==> config.mk <==
export PLATFORM = sky130hd
export DESIGN_NAME = result_drain_ctrl
export DESIGN_NICKNAME = d
export VERILOG_FILES = /design/src/rtl/result_drain_ctrl.sv
export SDC_FILE = /design/constraint.sdc
export NUM_CORES = 1
export LEC_CHECK = 0
export ABC_AREA = 1
export BUFFER_PORTS_ARGS = -buffer_cell sky130_fd_sc_hd__buf_4
export CAP_MARGIN = 25
export CORE_ASPECT_RATIO = 0.9
export CORE_MARGIN = 2
export CORE_UTILIZATION = 30
export DETAILED_ROUTE_END_ITERATION = 10
export PLACE_DENSITY = 0.54
export SYNTH_ARGS = -nofsm -noshare
export SYNTH_HDL_FRONTEND = slang
export SYNTH_SLANG_ARGS = --single-unit
==> constraint.sdc <==
create_clock -name i_clk -period 4.3 [get_ports i_clk]
set_input_delay 0.86 -clock i_clk [delete_from_list [all_inputs] [get_ports i_clk]]
set_output_delay 0.86 -clock i_clk [all_outputs]
set_load 0.05 [all_outputs]
==> src/rtl/result_drain_ctrl.sv <==
`default_nettype none
// ============================================================================
// Module   : result_drain_ctrl
// Brief    : Drains FP16 results from the result buffer read port and packs
//            PACK results per wide output word for the host write path.
//            Pads and masks the final partial word and pulses done at the end.
// Revision : 1.0 - initial release
// ============================================================================
module result_drain_ctrl #(
  parameter int PACK  = 16,
  parameter int CNT_W = 15
) (
  input  logic                 i_clk,
  input  logic                 i_reset,
  input  logic                 i_start,
  input  logic [CNT_W-1:0]     i_num_results,
  output logic                 o_busy,
  output logic                 o_done,
  output logic                 o_buf_rd_en,
  input  logic [15:0]          i_buf_rd_data,
  input  logic [CNT_W-1:0]     i_buf_count,
  output logic [16*PACK-1:0]   o_out_data,
  output logic [PACK-1:0]      o_out_keep,
  output logic                 o_out_last,
  output logic                 o_out_valid,
  input  logic                 i_out_ready,
  output logic [CNT_W-1:0]     o_drained
);

  // Lane counters must be able to hold the value PACK itself.
  localparam int c_WT_W = $clog2(PACK) + 1;

  typedef enum logic [1:0] {
    S_IDLE      = 2'd0,
    S_RUN       = 2'd1,
    S_WAIT_LAST = 2'd2,
    S_DONE      = 2'd3
  } state_t;

  state_t              r_state;
  logic [CNT_W-1:0]    r_rem;       // results not yet moved to the output register
  logic [c_WT_W-1:0]   r_wt;        // lanes targeted by the word being built
  logic [c_WT_W-1:0]   r_ic;        // lanes whose read has been issued
  logic [c_WT_W-1:0]   r_fc;        // lanes whose data has been captured
  logic                r_pend;      // pack register full, waiting for the output slot
  logic                r_cap;       // a read was issued last cycle; data arrives now
  logic [16*PACK-1:0]  r_pack;

  logic                r_busy;
  logic                r_done;
  logic [16*PACK-1:0]  r_out_data;
  logic [PACK-1:0]     r_out_keep;
  logic                r_out_last;
  logic                r_out_valid;
  logic [CNT_W-1:0]    r_drained;

  logic                w_rd_en;
  logic                w_xfer;
  logic                w_load;
  logic                w_load_last;
  logic [CNT_W-1:0]    w_rem_after;
  logic [PACK-1:0]     w_keep_new;
  logic [CNT_W-1:0]    w_keep_cnt;
  logic [c_WT_W-1:0]   w_fc_inc;

  // Lanes in the next word: a full word, or whatever is left of the job.
  function automatic logic [c_WT_W-1:0] f_word_target(input logic [CNT_W-1:0] n);
    if (n >= CNT_W'(PACK)) begin
      return c_WT_W'(PACK);
    end
    return n[c_WT_W-1:0];
  endfunction

  // Read strobe: only while building a word, with lanes left to issue,
  // data present in the buffer and the pack register not awaiting transfer.
  always_comb begin
    w_rd_en = (r_state == S_RUN) && (r_ic < r_wt) &&
              (i_buf_count != '0) && !r_pend;
  end

  // Handshake, pack-to-output transfer condition and next-word bookkeeping.
  always_comb begin
    w_xfer      = r_out_valid && i_out_ready;
    w_load      = r_pend && (!r_out_valid || i_out_ready);
    w_load_last = (r_rem == CNT_W'(r_wt));
    w_rem_after = r_rem - CNT_W'(r_wt);
    w_fc_inc    = r_fc + c_WT_W'(1);
  end

  // Lane-valid mask for the word currently in the pack register.
  always_comb begin
    w_keep_new = '0;
    for (int k = 0; k < PACK; k++) begin
      w_keep_new[k] = (c_WT_W'(k) < r_wt);
    end
  end

  // Number of valid lanes in the word currently presented downstream.
  always_comb begin
    w_keep_cnt = '0;
    for (int k = 0; k < PACK; k++) begin
      w_keep_cnt = w_keep_cnt + CNT_W'(r_out_keep[k]);
    end
  end

  // Sequencer: job control, read issue, capture into the pack register,
  // transfer to the output register and downstream handshake accounting.
  always_ff @(posedge i_clk) begin
    if (i_reset) begin
      r_state     <= S_IDLE;
      r_rem       <= '0;
      r_wt        <= '0;
      r_ic        <= '0;
      r_fc        <= '0;
      r_pend      <= 1'b0;
      r_cap       <= 1'b0;
      r_pack      <= '0;
      r_busy      <= 1'b0;
      r_done      <= 1'b0;
      r_out_data  <= '0;
      r_out_keep  <= '0;
      r_out_last  <= 1'b0;
      r_out_valid <= 1'b0;
      r_drained   <= '0;
    end else begin
      r_done <= 1'b0;

      // Downstream accepted the presented word; a reload below overrides
      // the valid clear so back-to-back words do not bubble.
      if (w_xfer) begin
        r_drained   <= r_drained + w_keep_cnt;
        r_out_valid <= 1'b0;
      end

      if (w_rd_en) begin
        r_ic <= r_ic + c_WT_W'(1);
      end
      r_cap <= w_rd_en;

      // Read data lands one cycle after its strobe, oldest in lane 0.
      if (r_cap) begin
        for (int k = 0; k < PACK; k++) begin
          if (r_fc == c_WT_W'(k)) begin
            r_pack[16*k +: 16] <= i_buf_rd_data;
          end
        end
        r_fc <= w_fc_inc;
        if (w_fc_inc == r_wt) begin
          r_pend <= 1'b1;
        end
      end

      // Move the completed word out and start on the next one.
      if (w_load) begin
        r_out_data  <= r_pack;
        r_out_keep  <= w_keep_new;
        r_out_last  <= w_load_last;
        r_out_valid <= 1'b1;
        r_rem       <= w_rem_after;
        r_wt        <= f_word_target(w_rem_after);
        r_ic        <= '0;
        r_fc        <= '0;
        r_pend      <= 1'b0;
        r_pack      <= '0;
        if (w_load_last) begin
          r_state <= S_WAIT_LAST;
        end
      end

      case (r_state)
        S_IDLE: begin
          if (i_start) begin
            r_rem     <= i_num_results;
            r_wt      <= f_word_target(i_num_results);
            r_ic      <= '0;
            r_fc      <= '0;
            r_pend    <= 1'b0;
            r_pack    <= '0;
            r_drained <= '0;
            r_busy    <= 1'b1;
            if (i_num_results == '0) begin
              r_state <= S_DONE;
              r_done  <= 1'b1;
            end else begin
              r_state <= S_RUN;
            end
          end
        end
        S_RUN: begin
          // Progress is driven by the read/capture/transfer logic above.
        end
        S_WAIT_LAST: begin
          if (w_xfer && r_out_last) begin
            r_state <= S_DONE;
            r_done  <= 1'b1;
          end
        end
        S_DONE: begin
          r_state <= S_IDLE;
          r_busy  <= 1'b0;
        end
        default: begin
          r_state <= S_IDLE;
        end
      endcase
    end
  end

  assign o_buf_rd_en = w_rd_en;
  assign o_busy      = r_busy;
  assign o_done      = r_done;
  assign o_out_data  = r_out_data;
  assign o_out_keep  = r_out_keep;
  assign o_out_last  = r_out_last;
  assign o_out_valid = r_out_valid;
  assign o_drained   = r_drained;

endmodule
`default_nettype wire

# ---- After elaboration in Yosys (flattened, before gate mapping)
# Index checks and enable logic that the tools add are counted.
dict set report word_totals {
  word_cells 157
  inputBits 50
  register_bits 581
}
dict set report op_classes {
  magnitude_cmp 19
  mux 67
  n_eq_ne 21
  n_addsub 19
  n_reduce_logical 16
}
# op count
set op_table {}
lappend op_table {{$mux W256} 4}
lappend op_table {{$mux W16} 16}
lappend op_table {{$mux W15} 6}
lappend op_table {{$mux W5} 15}
lappend op_table {{$eq A5 B4 Y1 const B} 8}
lappend op_table {{$lt A4 B5 Y1 const A} 8}
lappend op_table {{$ge A15 B5 Y1 const B} 2}
lappend op_table {{$eq A5 B3 Y1 const B} 4}
lappend op_table {{$lt A3 B5 Y1 const A} 4}
lappend op_table {{$mux W1} 18}
lappend op_table {{$add A14 B1 Y15} 1}
lappend op_table {{$add A15 B1 Y15} 1}
lappend op_table {{$add A15 B15 Y15} 1}
lappend op_table {{$eq A15 B5 Y1} 1}
lappend op_table {{$logic_not A15 Y1} 1}
lappend op_table {{$reduce_bool A15 Y1} 1}
lappend op_table {{$sub A15 B5 Y15} 1}
lappend op_table {{$add A13 B1 Y14} 1}
lappend op_table {{$add A12 B1 Y13} 1}
lappend op_table {{$add A11 B1 Y12} 1}
lappend op_table {{$add A10 B1 Y11} 1}
lappend op_table {{$add A5 B1 Y5 const B} 2}
lappend op_table {{$add A9 B1 Y10} 1}
lappend op_table {{$eq A5 B2 Y1 const B} 2}
lappend op_table {{26 further kinds} 41}

# ---- Depth between registers and ports, before layout
# Gate-level depths: netlist of run 1.
dict set report logic_depth {
  depth_word 19
  depth_mapped 18
  ltp_nobuf 18
}

# ---- Worst setup path after synthesis of run 1
# No wires, ideal clock.
dict set report synth_timing {
  kind {flip-flop to flip-flop}
  from {register r_out_keep[5], in the netlist o_out_keep[5]}
  to {register r_drained[14], in the netlist o_drained[14]}
  path_stages_with_launch 18
  setup_slack_ns -0.034
  period_less_slack_ns 4.334
  t_required_ns 4.180
  arrival_time_ns 4.214
  path_cell_list {dfxtp_1 -> inv_1 -> fa_1 -> fa_1 -> fa_1 -> fa_1 -> fa_1 -> inv_1 -> fa_1 -> nand3_1 -> nand2_1 -> nand2_1 -> a21oi_1 -> inv_1 -> nor2_1 -> nand4_1 -> o21ai_0 -> a21oi_1}
}
dict set report synth_via {
  elab_chain_len 15
}
# item line_no
set synth_lines {}
lappend synth_lines {{start, declared} 52} ;# logic [PACK-1:0] r_out_keep;
lappend synth_lines {{start signal, assigned} 156} ;# r_out_keep <= w_keep_new;
lappend synth_lines {{$add A5 B1 Y6 *} 102} ;# w_keep_cnt = w_keep_cnt + CNT_W'(r_out_keep[k]);
lappend synth_lines {{$add A6 B1 Y7 *} 102}
lappend synth_lines {{$add A7 B1 Y8 *} 102}
lappend synth_lines {{$add A8 B1 Y9 *} 102}
lappend synth_lines {{$add A9 B1 Y10 *} 102}
lappend synth_lines {{$add A10 B1 Y11 *} 102}
lappend synth_lines {{$add A11 B1 Y12 *} 102}
lappend synth_lines {{$add A12 B1 Y13 *} 102}
lappend synth_lines {{$add A13 B1 Y14 *} 102}
lappend synth_lines {{$add A14 B1 Y15 *} 102}
lappend synth_lines {{$add A15 B1 Y15 *} 102}
lappend synth_lines {{$add A15 B15 Y15 *} 131} ;# r_drained <= r_drained + w_keep_cnt;
lappend synth_lines {{$mux W15 *} 130} ;# if (w_xfer) begin
lappend synth_lines {{$mux W15} 172} ;# if (i_start) begin
lappend synth_lines {{$mux W15 *} 170} ;# case (r_state)
lappend synth_lines {{end signal, assigned} 131}
lappend synth_lines {{end, declared} 55} ;# logic [CNT_W-1:0] r_drained;
# Every way passes the cells marked *; elsewhere a longest branch is shown, timed or not.
# A chain may end at the register's enable or synchronous reset.

# ---- Final worst setup path of run 1
dict set report layout_timing {
  from {register r_out_keep[9], in the netlist o_out_keep[9]}
  to {register r_drained[12], in the netlist o_drained[12]}
}
dict set report layout_via {
  elab_chain_len 11
}
# item line_no
set layout_lines {}
lappend layout_lines {{$add A9 B1 Y10 *} 102}
lappend layout_lines {{$add A10 B1 Y11 *} 102}
lappend layout_lines {{$add A11 B1 Y12 *} 102}
lappend layout_lines {{$add A12 B1 Y13 *} 102}
lappend layout_lines {{$add A13 B1 Y14 *} 102}
lappend layout_lines {{$add A14 B1 Y15 *} 102}
lappend layout_lines {{$add A15 B1 Y15 *} 102}
lappend layout_lines {{$add A15 B15 Y15 *} 131}
lappend layout_lines {{$mux W15 *} 130}
lappend layout_lines {{$mux W15} 172}
lappend layout_lines {{$mux W15 *} 170}
# Marked as above.

==> summary.txt, run 1 <==
Logic synthesis
  – Syn_nets: 2,726
  – Post-synthesis register bit count: 581
  – Warnings from Yosys: 0
  – Asr flop ratio synth: 0%
  – Seq/Total Area, Yosys: 54.6%
  – Syn Area/Cell: 8.07 um^2
  – Netlist cell types: 43
  – Ys flop type: dfxtp_1
  – Synth Cell Area: 21,300 um^2
  – Post-synth EDFFs: 0
  – Cell count after synthesis: 2,640

Floorplanning
  – I/O pins: 342
  – Die X: 285 um
  – Die Y: 257 um
  – Initial core utilization: 30.4%
  – Die Area: 73,200 um^2
  – Core area: 70,200 um^2
  – # rows: 92

Drt
  – DR vias: 18,600
  – DR iter-0 viols: 1,375
  – DRC: 0
  – Average routed wire per standard cell: 18.1 um
  – Total Routed Length: 70,500 um
  – Initial DRT Pass Iterations: 5
  – Final ANT Viol Nets: 0
  – Via density: 4.77

Critical path
  – CP Data Arrival Time: 4.58 ns
  – Setup crit end kind: register
  – CP max FO: 3
  – Worst path buffer plus inverter count: 4
  – Max stage delay cell, worst path: fa_1
  – CP cell instances: inv_1 -> fa_1 -> fa_1 -> fa_1 -> fa_1 -> fa_1 -> inv_1 -> fa_2 -> nand3_1 -> nand2_1 -> nand2_1 -> a21oi_2 -> inv_1 -> nor2_2 -> buf_4 -> nand2_1 -> a211oi_1
  – R2r endpoint: o_drained[12]
  – Worst path top cell family by delay: adder cells
  – Worst r2r path cells: 17
  – Slowest stage delay, CP: 0.58 ns
  – FF-to-FF Start: o_out_keep[9]
  – Worst path most repeated cell: fa_1
  – Required @ worst endpoint: 4.81 ns
  – Reg2reg setup slack: 0.22 ns
  – CP startpoint kind: register
  – Worst Setup Path Type: register to register

Timing
  – Crit path time final: 4.08 ns
  – Relative slew slack: 30.7%
  – Final worst clock skew: 0.0151 ns
  – # setup viols final: 0
  – Worst-Margin Slew: 1.04 ns
  – Max-slew violations: 0
  – Fmax: 245 MHz
  – Final worst-path cycle share: 94.8%
  – Final hold vios: 0

Min path
  – Hold Crit Start: r_pack[252]
  – Hold Crit Depth: 2
  – Worst min-delay path class: register to register
  – Hold EP: r_pack[252]

Placed design
  – PortBufs: 341
  – GPL Wtd Cong: 0.827
  – Final HPWL DP: 44,900 um
  – Placed instance count: 3,768

Clocking
  – CTS H-tree depth: 3
  – Clk slew on worst S/H paths: 0.06 ns
  – Longest Clk Path Bufs: 3
  – Clock Tree Root: clkbuf_16
  – Num CTS Buffers: 66
  – CTS tree: done
  – Clock tree sinks: 581
  – Clk Latency, worst-skew pair: 0.59 ns

Global routing
  – First-pass GRT wire length: 106,000 um
  – Grt ovf: 0
  – Vias in the first global route: 17,100
  – Initial antenna violation count: 4
  – Largest net degree at the start of global routing: 202
  – Total track usage: 18.6%

Pwr
  – Share of power burned in registers: 46.7%
  – Lkg Pwr: 10.9 nW
  – Sw Ratio: 24.2%
  – Pwr dens: 434 nW/um^2
  – Logic pwr share: 6.4%
  – Clock power share: 46.9%
  – Pwr Total: 11.7 mW
  – Peak supply drop: 217 uV
  – NetSw: 2.83 mW
  – Int Power: 8.87 mW

Final layout
  – Finished Layout Cells: 3,890
  – Final-stage net count: 2,985
  – Fraction of layout cells with a size suffix above 1: 18.0%
  – Layout area overhead: 26.5%

Job
  – Max cap viols: 0

Outcome
  – Status: complete, no violations
[layer usage]
layer	global-route usage, %	part of all wire [%]
met1	25.9	47
met2	29.4	45
met3	3.19	5.2
met4	5.42	2.4
met5	0	0
[synth_stat cells, types with 13 or more instances]
cell	number	area, um^2
nor2_1	598	2240
dfxtp_1	581	11600
o21ai_0	408	2040
a21oi_1	309	1550
clkbuf_1	148	556
nand2_1	133	499
inv_1	113	424
o21ai_1	113	566
nand3_1	52	260
buf_2	23	115
ha_1	23	288
buf_4	13	97.6
fa_1	13	260
[what timing repair did]
action / in CTS / in global routing
endpoints found under the hold margin: 0 / 0
hold buffers: 0 / 0
setup endpoints to repair: 0 / 5
resized for setup: 0 / 6
buffers inserted: 0 / 1
[through the flow]
stage / area [um^2] / util, % / hold WS [ns] / setup WS (ns) / TNS (ns)
floorplan: 21300 / - / 0.438 / 0.00362 / 0
global placement: 24600 / 35.0 / 0.449 / 0.183 / 0
detailed placement: 24800 / 35.3 / 0.451 / 0.139 / 0
CTS: 26900 / 38.3 / 0.460 / 0.123 / 0
global route: 27000 / 38.4 / 0.470 / -0.000826 / -0.000826
finish: 27000 / 38.4 / 0.461 / 0.224 / 0
[power by group through the flow]
| stage | Combinational, mW | Sequential, mW | Clock [mW] |
|---|---|---|---|
| floorplan | 0.422 | 5.62 | 0 |
| global placement | 0.735 | 5.58 | 0 |
| detailed placement | 0.751 | 5.58 | 0 |
| CTS | 0.754 | 5.46 | 5.63 |
| global route | 0.825 | 5.47 | 5.84 |
| finish | 0.748 | 5.46 | 5.48 |
[worst reg2reg max path, cell delays in order (launching register included)]
cell	delay, ns
dfxtp_2	0.34
inv_1	0.06
fa_1	0.58
fa_1	0.45
fa_1	0.51
fa_1	0.42
fa_1	0.37
inv_1	0.11
fa_2	0.22
nand3_1	0.07
nand2_1	0.10
nand2_1	0.09
a21oi_2	0.16
inv_1	0.08
nor2_2	0.10
buf_4	0.12
nand2_1	0.04
a211oi_1	0.17
[cell families after synthesis]
logic type               Yosys count  share of synthesized area [%]
AO/OA/AOI/OAI                    862                           20.7
XOR/XNOR                          14                          0.575
adder cells (fa/ha/maj)           36                           2.57
buffers and inverters            316                           5.98
flip-flops                       581                           54.6
AND/OR/NAND/NOR                  831                           15.6
[area by class of cell]
cell class,instances,area (um^2)
Inverter,121,469
Clock inverter,18,136
Fill cell,7333,43300
Sequential cell,581,11600
Multi-Input combinational cell,1743,8460
Tap cell,940,1180
Antenna cell,3,7.51
Timing Repair Buffer,386,3110
Clock buffer,98,1960
[worst max-delay path by stage]
stage,from,end,cells past startpoint
CTS,o_out_keep[5],o_drained[12],17
global route,o_out_keep[7],o_drained[12],17
finish,o_out_keep[9],o_drained[12],17
detailed placement,o_out_keep[0],o_drained[14],17
floorplan,o_out_keep[7],o_drained[14],17
global placement,o_out_keep[0],o_drained[14],17
[cells in the final DEF (no fill, tap or decap), types with 4 or more instances in the layout]
master,synthesis,routed
nand2_1,133,132
a21oi_2,4,5
buf_8,0,4
clkbuf_1,148,18
o2111ai_1,4,4
nor3_1,11,11
inv_2,6,5
or2_2,4,4
o21ai_0,408,406
a21oi_1,309,308
a31oi_1,4,4
clkinv_2,0,13
fa_1,13,12
buf_16,0,6
o21ai_1,113,115
nor4_1,7,7
clkbuf_16,0,70
nor2_2,5,16
o221ai_1,8,8
nor2_1,598,585
inv_1,113,113
dfxtp_1,581,579
buf_4,13,371
ha_1,23,23
nand3_1,52,52
buf_12,0,5
nand4_1,11,11
clkbuf_8,0,10
a211oi_1,5,5
xor2_1,6,6
xnor2_1,8,8
[flip-flops by register name, indices dropped and copies added (netlist names), 2 cells and up]
register / count
o_out_keep: 16
o_drained: 15
r_rem: 15
r_ic: 5
r_fc: 5
o_out_data: 256
r_wt: 5
r_pack: 256
r_state: 2
No activity file was read; power rests on OpenSTA's default activity.
==> run 2: changes to the inputs <==
ABC_AREA = default   (was 1)
==> run 2 against run 1 <==
Effect of this change: utilization fell by 0.22 points; first-iteration DRC count fell by 6.3%; total power fell by 0.88%; flip-flop and latch count did not move; count of clock-buffer cells in the layout did not move; synthesized cell count rose by 4.7%; non-clock buffer count fell by 10; clock power rose by 4.9%; routed wire length rose by 2.8%.
==> summary.txt, run 2 <==
Min path
  – Worst min-delay path class: register to register
  – Hold Crit Depth: 2

Placed design
  – Placed instance count: 3,881
  – Final HPWL DP: 44,100 um
  – PortBufs: 341
  – Pre-CTS setup slack: 0.164 ns
  – GPL Wtd Cong: 0.807

Logic synthesis
  – Syn_nets: 2,851
  – Yosys top cell area share: 53.5%
  – Syn Area/Cell: 7.86 um^2
  – Area leader, netlist: dfxtp_1
  – Ys flop type: dfxtp_1
  – Asr flop ratio synth: 0%
  – Post-synthesis register bit count: 581
  – Seq/Total Area, Yosys: 53.5%
  – Warnings from Yosys: 0
  – Synth top area cells: dfxtp_1 (54%), nand2_1 (18%), a21oi_1 (12%), clkbuf_1 (3.0%), ha_1 (1.3%)
  – List of most frequent post-synthesis cells: nand2_1 (1,065), dfxtp_1 (581), a21oi_1 (534), clkbuf_1 (174), nor2_1 (69)
  – Synth Cell Area: 21,700 um^2
  – Count leader, synth: nand2_1
  – Post-synth EDFFs: 0
  – Netlist cell types: 59
  – Cell count after synthesis: 2,765

Timing
  – Crit path time final: 4.06 ns
  – Max-slew violations: 0
  – Fmax: 246 MHz
  – # setup viols final: 0
  – Worst-Margin Slew: 1.43 ns
  – Final worst clock skew: 0.0178 ns
  – Final setup margin: 0.240 ns
  – Relative slew slack: 5.00%
  – Final worst-path cycle share: 94.4%
  – Final hold vios: 0
  – RSZ-0062 raised after global routing: yes

Global routing
  – Grt ovf: 0
  – Vias in the first global route: 17,600
  – Initial antenna violation count: 1
  – Total track usage: 18.9%
  – First-pass GRT wire length: 109,000 um
  – Largest net degree at the start of global routing: 205

Critical path
  – Reg2reg setup slack: 0.24 ns
  – Worst setup path startpoint: o_out_keep[0]
  – CP max FO: 6
  – FF-to-FF Start: o_out_keep[0]
  – Required @ worst endpoint: 4.79 ns
  – Worst Setup Path Type: register to register
  – Setup crit end kind: register
  – CP Data Arrival Time: 4.55 ns
  – CP startpoint kind: register
  – R2r endpoint: o_drained[8]
  – Worst r2r path cells: 15
  – CP endpoint: o_drained[8]

Final layout
  – Commonest non-fill, non-tap cell in the layout: nand2_1
  – Finished Layout Cells: 4,001
  – Final-stage net count: 3,085
  – Most frequent cells in the layout: nand2_1 (1,063), dfxtp_1 (577), a21oi_1 (534)
  – Layout area overhead: 25.7%
  – Multi-input gate area: 9190 um^2
  – ANT cells: 0
  – Fraction of layout cells with a size suffix above 1: 16.5%
  – Seq. cell area: 11,600 um^2
  – Filler cell count: 7,490

Job
  – Max cap viols: 0

Floorplanning
  – Die Y: 259 um
  – # rows: 93
  – I/O pins: 342
  – Die X: 288 um
  – Core area: 71,600 um^2
  – Die Area: 74,600 um^2
  – Initial core utilization: 30.4%

Drt
  – Highest routed layer: met4
  – Final ANT Viol Nets: 0
  – Average routed wire per standard cell: 18.1 um
  – DR iter-0 viols: 1,289
  – Initial DRT Pass Iterations: 7
  – WL met1: 35,500 um
  – Total Routed Length: 72,400 um
  – Via density: 4.73
  – DR vias: 18,900
  – Met2 WL: 31,500 um
  – DRC: 0
  – Metal3 WL: 4080 um

Clocking
  – Clk Latency, worst-skew pair: 0.60 ns
  – CTS Hold Bufs: 0
  – Clk slew on worst S/H paths: 0.06 ns
  – CTS tree: done
  – CTS H-tree depth: 3
  – Longest Clk Path Bufs: 3
  – Num CTS Buffers: 66
  – Setup Fix Bufs, Post-CTS: 0
  – Post-CTS sizing: 0
  – Clock Tree Root: clkbuf_16
  – Clock tree sinks: 581

Outcome
  – Status: complete, no violations

Pwr
  – Peak supply drop: 224 uV
  – Pwr dens: 424 nW/um^2
  – Lkg Pwr: 9.59 nW
run 2: worst min-delay path by stage:
stage | start | endpoint | slack (ns)
after floorplan | r_pack[0] | o_out_data[0] | 0.43
after global placement | r_pack[217] | o_out_data[217] | 0.44
after detailed placement | r_pack[37] | o_out_data[37] | 0.44
after CTS | r_pack[22] | o_out_data[22] | 0.44
after global routing | r_pack[218] | o_out_data[218] | 0.46
final | r_pack[22] | o_out_data[22] | 0.44
run 2: area by class of cell:
type	count	area share, %
Clock buffer	98	7.08
Clock inverter	22	1.06
Inverter	38	0.522
Multi-Input combinational cell	1936	33.6
Sequential cell	581	42.6
Tap cell	950	4.35
Timing Repair Buffer	376	10.7
run 2: where the power goes:
part / total (mW) / switching (mW) / internal [mW]
clock: 5.75 / 2.31 / 3.44
sequential: 5.42 / 0.0207 / 5.40
combinational: 0.419 / 0.307 / 0.111
total: 11.6 / 2.64 / 8.95
run 2: layer usage:
metal,vias to the layer above,global-route usage (%)
met5,-,0
met4,0,4.88
met3,84,3.07
met2,495,28.5
met1,8849,27.9
li1,9481,-
run 2: through the flow:
step           total power, mW  area (um^2)  hold slack [ns]  utilization (%)  setup TNS (ns)
6_report                  11.6        27300            0.440             38.2               0
5_1_grt                   12.0        27300            0.463             38.2       -0.000598
4_1_cts                   11.8        27300            0.441             38.1               0
3_5_place_dp              5.96        25100            0.442             35.0               0
3_3_place_gp              5.96        25100            0.439             35.0               0
2_1_floorplan             5.77        21700            0.432                -               0
run 2: kinds of logic after synthesis:
group,Yosys count,synth area share [%]
flops,581,53.5
fa+ha+maj,36,2.52
buf+inv,248,4.46
mux,9,0.421
simple gates,1241,22.7
xor+xnor,31,1.25
compound gates,619,15.1
run 2: worst max-delay path: stages, from the launching register on:
cell and delay [ns]:
dfxtp_1 0.33, fa_1 0.53, inv_1 0.05, fa_1 0.53
fa_1 0.43, fa_1 0.51, fa_1 0.19, inv_1 0.06
fa_2 0.34, a21o_1 0.18, a21o_1 0.20, a21oi_1 0.14
buf_4 0.17, nor3_1 0.06, xnor2_1 0.15, nor2_1 0.05
==> run 3: changes to the inputs <==
CTS_BUF_LIST = sky130_fd_sc_hd__clkbuf_2 sky130_fd_sc_hd__clkbuf_4 sky130_fd_sc_hd__clkbuf_8   (was default)
==> run 3 against run 2 <==
Effect of this change: maximum frequency is 0.32% lower; register-to-register slack is essentially flat; critical endpoint is now o_buf_rd_en; sequential share of layout area up 0.14 points; cell count grew 1.4%; global-route usage about the same.
==> summary.txt, run 3 (synthesis gave the netlist of run 2 again) <==
Outcome
  – Status: complete, no violations

Final layout
  – Filler cell count: 7,553
  – Most frequent cells in the layout: nand2_1 (1,063), dfxtp_1 (577), a21oi_1 (534)
  – ANT cells: 0
  – Post-layout instance area: 27,200 um^2
  – Commonest non-fill, non-tap cell in the layout: nand2_1
  – Fraction of layout cells with a size suffix above 1: 18.5%
  – Final-stage net count: 3,119
  – Layout area overhead: 25.3%

Drt
  – DRC: 0
  – Final ANT Viol Nets: 0
  – DR vias: 19,100
  – Total Routed Length: 72,900 um
  – Initial DRT Pass Iterations: 5
  – Average routed wire per standard cell: 18.0 um
  – DR iter-0 viols: 1,264
  – Via density: 4.70

Clocking
  – Num CTS Buffers: 100
  – CTS tree: done
  – Clock tree sinks: 581
  – Post-CTS sizing: 0
  – Clk Latency, worst-skew pair: 0.69 ns
  – Clk slew on worst S/H paths: 0.06 ns
  – Clock Tree Root: clkbuf_8
  – Setup Fix Bufs, Post-CTS: 0
  – Longest Clk Path Bufs: 3
  – CTS Hold Bufs: 0
  – CTS H-tree depth: 3

Timing
  – RSZ-0062 raised after global routing: yes
  – Max-slew violations: 0
  – Final hold vios: 0
  – Relative slew slack: 5.17%
  – Fmax: 245 MHz
  – Final worst-path cycle share: 94.7%
  – Worst-Margin Slew: 1.42 ns
  – Crit path time final: 4.07 ns
  – # setup viols final: 0
  – Final worst clock skew: 0.0268 ns

Floorplanning
  – Die Area: 74,600 um^2
  – Core area: 71,600 um^2
  – # rows: 93
  – Initial core utilization: 30.4%
  – Die Y: 259 um
  – I/O pins: 342
  – Die X: 288 um

Global routing
  – First-pass GRT wire length: 109,000 um
  – Initial antenna violation count: 0
  – Grt ovf: 0
  – Largest net degree at the start of global routing: 205
  – Total track usage: 18.9%
  – Vias in the first global route: 17,800

Min path
  – Worst min-delay path class: register to register

Pwr
  – Pwr dens: 411 nW/um^2
  – Peak supply drop: 210 uV
  – Lkg Pwr: 9.64 nW
  – Pwr Total: 11.2 mW

Critical path
  – Setup crit end kind: output port
  – Reg2reg setup slack: 0.24 ns
  – CP Data Arrival Time: 3.21 ns
  – CP startpoint kind: register
  – Required @ worst endpoint: 3.44 ns
  – Worst Setup Path Type: register to output port
  – CP max FO: 8

Job
  – Max cap viols: 0

Placed design
  – DP Area: 25,100 um^2
  – Final HPWL DP: 44,100 um
  – GPL Wtd Cong: 0.807
  – PortBufs: 341
## run 3: critical path, stage by stage, from the launching register on
cell,delay [ns]
dfxtp_1,0.47
inv_1,0.17
ha_1,0.23
or4b_1,0.55
a31oi_1,0.47
a21boi_2,0.37
buf_4,0.27
## run 3: area by class of cell
| type | instances | area (um^2) | share of cell area (%) |
|---|---|---|---|
| sequential | 581 | 11600 | 42.8 |
| multi-input combinational | 1936 | 9180 | 33.7 |
| timing repair buffer | 376 | 2930 | 10.8 |
| clock buffer | 154 | 1930 | 7.07 |
| tap | 950 | 1190 | 4.37 |
| clock inverter | 22 | 216 | 0.795 |
| inverter | 38 | 143 | 0.524 |
## run 3: worst paths after layout
path | from | to | cells after the start
worst max register to register | o_out_keep[0] | o_drained[14] | 15
worst min register to register | r_pack[96] | o_out_data[96] | 2
worst max-delay path | r_wt[4] | o_buf_rd_en | 6
worst min-delay path | r_pack[96] | o_out_data[96] | 2
## run 3: through the flow
stage                     setup slack, ns   TNS, ns  util [%]  hold slack (ns)  instances
after floorplan                   0.00341         0         -            0.432       2765
after global placement              0.157         0      35.0            0.439       3881
after detailed placement            0.164         0      35.0            0.442       3881
after CTS                           0.151         0      38.0            0.394       4057
after global routing             -0.00365  -0.00365      38.0            0.419       4057
final                               0.226         0      38.0            0.437       4057
## run 3: metal layers
layer,GRT usage [%],routed length (um),vias to the layer above
met5,0,0,-
met4,5.08,1350,0
met3,3.18,3980,93
met2,28.4,31700,493
met1,27.9,35900,8932
li1,-,-,9560
## run 3: where the power goes
group | switching (mW) | total, mW | internal [mW]
registers | 0.0205 | 5.42 | 5.40
logic | 0.309 | 0.420 | 0.111
clock network | 2.30 | 5.34 | 3.04
total | 2.63 | 11.2 | 8.55
